==> config.mk <==
export PLATFORM = sky130hd
export DESIGN_NAME = tdc_uart_readout
export DESIGN_NICKNAME = d
export VERILOG_FILES = /design/src/rtl/tdc_uart_readout.sv
export SDC_FILE = /design/constraint.sdc
export NUM_CORES = 1
export LEC_CHECK = 0
export ABC_AREA = 1
export CORE_AREA = 2 2 136 238
export DETAILED_ROUTE_END_ITERATION = 6
export DIE_AREA = 0 0 138 240
export PLACE_DENSITY = 0.78
export RECOVER_POWER = 50
export SLEW_MARGIN = 40
export SYNTH_ARGS = -nofsm -noshare
export SYNTH_HDL_FRONTEND = slang
export SYNTH_SLANG_ARGS = --single-unit
==> constraint.sdc <==
create_clock -name clk -period 4.2 [get_ports clk]
set_input_delay 0.84 -clock clk [delete_from_list [all_inputs] [get_ports clk]]
set_output_delay 0.84 -clock clk [all_outputs]
set_load 0.005 [all_outputs]
==> src/rtl/tdc_uart_readout.sv <==
// rtl/tdc_uart_readout.sv - TDC result FIFO and 8N1 UART packet serialiser
// Optional macro TDC_READOUT_SEQ_EN inserts a per-word sequence byte after the 0xA5 sync byte.
module tdc_uart_readout #(
  parameter int DATA_W       = 24,
  parameter int FIFO_DEPTH   = 16,
  parameter int CLKS_PER_BIT = 868
) (
  input  logic                          clk,
  input  logic                          iRst,
  input  logic [DATA_W-1:0]             iTDC,
  input  logic                          iDone,
  output logic                          oTx,
  output logic                          oBusy,
  output logic                          oOverflow,
  output logic [$clog2(FIFO_DEPTH):0]   oLevel
);
  localparam int AW     = $clog2(FIFO_DEPTH);
  localparam int NB     = (DATA_W + 7) / 8;
  localparam int DPAD_W = NB * 8;
  localparam int BAUD_W = $clog2(CLKS_PER_BIT);
`ifdef TDC_READOUT_SEQ_EN
  localparam int SEQ_W  = 8;
`else
  localparam int SEQ_W  = 0;
`endif
  localparam int ENTRY_W = DATA_W + SEQ_W;
  localparam int NBYTES  = 1 + SEQ_W / 8 + NB;
  localparam int PKT_W   = NBYTES * 8;
  localparam int BI_W    = $clog2(NBYTES);
  localparam logic [AW:0] PTR_ONE = 1;

  typedef enum logic [2:0] {IDLE, LOAD, START, DATA, STOP} state_t;

  state_t               state;
  logic [ENTRY_W-1:0]   mem [FIFO_DEPTH];
  logic [ENTRY_W-1:0]   head_q;
  logic [ENTRY_W-1:0]   wr_entry;
  logic [AW:0]          wr_ptr, rd_ptr;
  logic                 full, empty, push, pop, ready_q;
  logic [PKT_W-1:0]     pkt, pkt_load;
  logic [7:0]           sh;
  logic [BAUD_W-1:0]    baud;
  logic [2:0]           bit_idx;
  logic [BI_W-1:0]      byte_idx;
  logic                 baud_end;

  assign oLevel   = wr_ptr - rd_ptr;
  assign empty    = (wr_ptr == rd_ptr);
  assign full     = (wr_ptr[AW] != rd_ptr[AW]) && (wr_ptr[AW-1:0] == rd_ptr[AW-1:0]);
  assign push     = iDone && !full;
  assign pop      = (state == LOAD);
  assign baud_end = (baud == BAUD_W'(CLKS_PER_BIT - 1));
  assign oBusy    = !empty || (state != IDLE);

`ifdef TDC_READOUT_SEQ_EN
  logic [7:0] seq_cnt;

  // Counts every strobe, dropped or not, so the host sees a gap on overflow.
  always_ff @(posedge clk or posedge iRst) begin
    if (iRst)       seq_cnt <= '0;
    else if (iDone) seq_cnt <= seq_cnt + 8'd1;
  end

  assign wr_entry = {seq_cnt, iTDC};
  assign pkt_load = {8'hA5, head_q[ENTRY_W-1 -: 8], DPAD_W'(head_q[DATA_W-1:0])};
`else
  assign wr_entry = iTDC;
  assign pkt_load = {8'hA5, DPAD_W'(head_q)};
`endif

  // Synchronous-read storage: the head word is registered every cycle.
  always_ff @(posedge clk) begin
    if (push) mem[wr_ptr[AW-1:0]] <= wr_entry;
    head_q <= mem[rd_ptr[AW-1:0]];
  end

  always_ff @(posedge clk or posedge iRst) begin
    if (iRst) begin
      wr_ptr    <= '0;
      rd_ptr    <= '0;
      oOverflow <= 1'b0;
      ready_q   <= 1'b0;
    end else begin
      if (push)          wr_ptr    <= wr_ptr + PTR_ONE;
      if (pop)           rd_ptr    <= rd_ptr + PTR_ONE;
      if (iDone && full) oOverflow <= 1'b1;
      ready_q <= !empty;
    end
  end

  always_ff @(posedge clk or posedge iRst) begin
    if (iRst) begin
      state    <= IDLE;
      oTx      <= 1'b1;
      baud     <= '0;
      bit_idx  <= '0;
      byte_idx <= '0;
      pkt      <= '0;
      sh       <= '0;
    end else begin
      case (state)
        // A fresh word waits one settled cycle before a packet starts.
        IDLE: if (ready_q && !empty) state <= LOAD;
        LOAD: begin
          pkt      <= pkt_load;
          byte_idx <= '0;
          baud     <= '0;
          oTx      <= 1'b0;
          state    <= START;
        end
        START: begin
          if (baud_end) begin
            baud    <= '0;
            sh      <= pkt[PKT_W-1 -: 8];
            pkt     <= pkt << 8;
            oTx     <= pkt[PKT_W-8];
            bit_idx <= '0;
            state   <= DATA;
          end else begin
            baud <= baud + BAUD_W'(1);
          end
        end
        DATA: begin
          if (baud_end) begin
            baud <= '0;
            if (bit_idx == 3'd7) begin
              oTx   <= 1'b1;
              state <= STOP;
            end else begin
              bit_idx <= bit_idx + 3'd1;
              oTx     <= sh[bit_idx + 3'd1];
            end
          end else begin
            baud <= baud + BAUD_W'(1);
          end
        end
        STOP: begin
          if (baud_end) begin
            baud <= '0;
            if (byte_idx == BI_W'(NBYTES - 1)) begin
              state <= empty ? IDLE : LOAD;
            end else begin
              byte_idx <= byte_idx + BI_W'(1);
              oTx      <= 1'b0;
              state    <= START;
            end
          end else begin
            baud <= baud + BAUD_W'(1);
          end
        end
        default: state <= IDLE;
      endcase
    end
  end
endmodule
==> qor.yml <==
outcome:
  outcome: "finished, violations left"
  violations: "capacitance limit, slew limit"
detailed_routing:
  postRouteAntennaNets: 0
  drt_iter0_drc: 1473
  wire_per_inst_um: 22.60
  viasPerCell: 6.154
  route.detailed.drc: 0
  drt_first_pass_iters: 5
  vias: 12474
  wirelength_um: 45810
hold_path:
  worstHoldStart: "head_q[2]"
  hp-class: "register to register"
timing:
  hold_viol_final: 0
  slew_headroom_pct: -9.111
  fin_crit_sh_pct: 86.45
  rsz0062_at_grt: "false"
  setup_violations: 0
  drv_slew: 53
  fmax_mhz: 275.4
  finClkSkew_ns: 0.01151
  tightest_slew_ns: 1.633
  tns_ns: 0
  finalWorstPathRequiredPeriod_ns: 3.631
yosys:
  ys_seq_elements: 479
  syn_inst: 1577
  synthDistinctLibCells: 37
  synthArstFlopShare_pct: 14.82
  synth_largest_area_cell: "edfxtp_1"
  yosysSeqAreaShare_pct: 72.24
  synth_top_area_share_pct: 60.41
  synth-main-ff-cell: "edfxtp_1"
  yosys-top-cells-area: "edfxtp_1, dfrtp_1, o21ai_0"
  synth_nets: 1618
  netlist_area_mm2: 0.01909
  synth_edf_count: 384
  avgSynthCellArea_um2: 12.10
  yosys_warnings: 0
final_layout:
  fin_cells: 2027
  nNetsFinal: 1638
  n_antenna_cell: 0
  syn2layout_area_growth_pct: 12.68
  drive_above_1_share_pct: 7.848
clock_tree:
  hold_buffers: 0
  htree_num_levels: 2
  clk_path_buf_depth: 3
  ctsRootBufferMaster: "clkbuf_16"
  cts_setup_buffers: 0
  numCtsBuffers: 42
  numClockSinks: 479
  clk_latency_ns: 0.56
  post_cts_resized: 0
  cts_tree: "built"
  clkTransAtPathRegs_ns: 0.07
global_routing:
  grt_pass1_wl_um: 69940
  grt.total_usage_pct: 27.61
  overflow: 0
  met3_usage_pct: 3.685
  grt_pass1_vias: 12642
  grtUsageMet1_pct: 31.99
  grt-busiest-layer: "met2"
  grt_antenna_before_repair: 0
  grt_max_degree: 196
  use_met2_pct: 49.43
floorplanning:
  die_w_um: 138
  initial_core_util_pct: 61.17
  rows: 86
  die_area_mm2: 0.03312
  pin_count: 35
  coreArea_mm2: 0.03120
  die_y_um: 240
setup_path:
  ff2ff_path_depth: 8
  path_class: "register to output port"
  endpoint: "oBusy"
  required_ns: 3.36
  arrival_ns: 2.79
  critPathLaunch: "rd_ptr[1]"
  r2r_setup_slack_ns: 0.71
  r2r_start: "state[2]"
  r2r-end: "pkt[24]"
  cp-start-kind: "register"
  cp_max_fo: 47
  endpoint_kind: "output port"
place:
  io_buffers: 34
  hpwl_um: 26560
  dpl.cell_count: 1944
  place_congestion: 0.8804
job:
  drv_cap: 1
power_and_ir_drop:
  vdd_drop_max_v: 0.001027
  leakage_nw: 7.501
  p_per_area_mw_per_mm2: 710.9
==> per-layer routing <==
layer  part of all wire, %  wire length, um
met1                    34            15790
met2                    53            24250
met3                   7.2             3312
met4                   5.4             2463
met5                     0                0
==> worst min path at each step <==
stage / to / slack, ns / cells after the start
6_report: pkt[2] / 0.46 / 2
5_1_grt: pkt[2] / 0.50 / 2
4_1_cts: pkt[2] / 0.47 / 2
3_5_place_dp: pkt[2] / 0.45 / 2
3_3_place_gp: pkt[2] / 0.45 / 2
2_1_floorplan: pkt[0] / 0.41 / 2
==> logic make-up (layout without fill, tap and decap cells) <==
family          count (synthesis)  count (layout)  synth area share, %
fa+ha+maj                      14              14               0.9570
buf+inv                       155             209                3.566
simple gates                  539             539                11.37
flops                         479             479                72.24
compound gates                374             374                11.13
xor+xnor                       16              16               0.7342
==> synthesized netlist by cell type (3+ instances only) <==
| cell | n |
|---|---|
| o21ai_0 | 234 |
| xor2_1 | 13 |
| buf_1 | 4 |
| inv_2 | 7 |
| o21ai_1 | 11 |
| xnor2_1 | 3 |
| nand2_1 | 157 |
| o21a_1 | 9 |
| clkbuf_1 | 43 |
| o22ai_1 | 52 |
| o211ai_1 | 48 |
| dfxtp_1 | 24 |
| dfrtp_1 | 70 |
| nand3_1 | 58 |
| nor3_1 | 11 |
| ha_1 | 13 |
| buf_2 | 28 |
| inv_1 | 60 |
| edfxtp_1 | 384 |
| a21oi_2 | 10 |
| buf_6 | 5 |
| nor2_1 | 302 |
| a21oi_1 | 8 |
| buf_4 | 7 |
==> layout make-up <==
| type | count | area, um^2 |
|---|---|---|
| multi-input combinational | 943 | 4711 |
| sequential | 479 | 13800 |
| clock inverter | 20 | 285.3 |
| fill | 2078 | 9697 |
| tap | 396 | 495.5 |
| clock buffer | 58 | 1185 |
| inverter | 68 | 257.7 |
| timing repair buffer | 63 | 777.0 |
==> placed cells by master, fill, tap and decap left out, types with 2 or more instances in the layout <==
| cell type | synthesis | final |
|---|---|---|
| edfxtp_1 | 384 | 384 |
| nor2_1 | 302 | 286 |
| o21ai_0 | 234 | 234 |
| nand2_1 | 157 | 158 |
| dfrtp_1 | 70 | 68 |
| inv_1 | 60 | 61 |
| nand3_1 | 58 | 59 |
| o22ai_1 | 52 | 52 |
| o211ai_1 | 48 | 48 |
| clkbuf_16 | 0 | 45 |
| dlygate4sd3_1 | 0 | 25 |
| dfxtp_1 | 24 | 24 |
| nor2_4 | 0 | 16 |
| clkbuf_1 | 43 | 14 |
| xor2_1 | 13 | 13 |
| ha_1 | 13 | 13 |
| buf_4 | 7 | 12 |
| nor3_1 | 11 | 11 |
| o21ai_1 | 11 | 11 |
| a21oi_2 | 10 | 10 |
| o21a_1 | 9 | 9 |
| clkdlybuf4s50_1 | 0 | 9 |
| buf_16 | 0 | 9 |
| a21oi_1 | 8 | 8 |
| bufinv_16 | 0 | 7 |
| clkinv_1 | 1 | 6 |
| inv_2 | 7 | 5 |
| clkinvlp_4 | 0 | 5 |
| xnor2_1 | 3 | 3 |
| buf_12 | 0 | 3 |
| nand4_1 | 2 | 2 |
| nand3b_1 | 2 | 2 |
| nor2_2 | 2 | 2 |
| dfrtp_4 | 0 | 2 |
==> worst max-delay path, stage by stage (launching register included) <==
cell	delay, ns
dfrtp_4	0.77
inv_1	0.14
ha_1	0.30
nand2_1	0.06
nor2_1	0.21
nand2_1	0.13
nor2_1	0.14
inv_1	0.05
clkdlybuf4s50_1	0.43
==> sequential cells by signal, indices dropped and copies added, names as in the netlist <==
| register | count |
|---|---|
| baud | 10 |
| bit_idx | 3 |
| byte_idx | 2 |
| head_q | 24 |
| mem | 384 |
| oOverflow | 1 |
| oTx | 1 |
| pkt | 32 |
| rd_ptr | 5 |
| ready_q | 1 |
| sh | 8 |
| state | 3 |
| wr_ptr | 5 |
==> through the flow <==
stage	hold slack, ns	cell area (um^2)	util, %	setup slack, ns	total power [mW]
after global routing	0.4953	21510	68.93	0.3472	16.03
after detailed placement	0.4499	19950	63.94	1.027	11.10
after floorplan	0.4138	19090	-	1.029	9.466
final	0.4624	21510	68.93	0.5691	15.29
after CTS	0.4653	21420	68.65	0.6004	15.21
after global placement	0.4460	19810	63.49	1.046	10.89
==> report_power, final <==
group | internal, mW | total [mW] | switching (mW)
logic | 1.53 | 4.92 | 3.39
clock network | 2.42 | 4.10 | 1.68
registers | 5.91 | 6.27 | 0.357
Power figures use the tool's default switching activity.
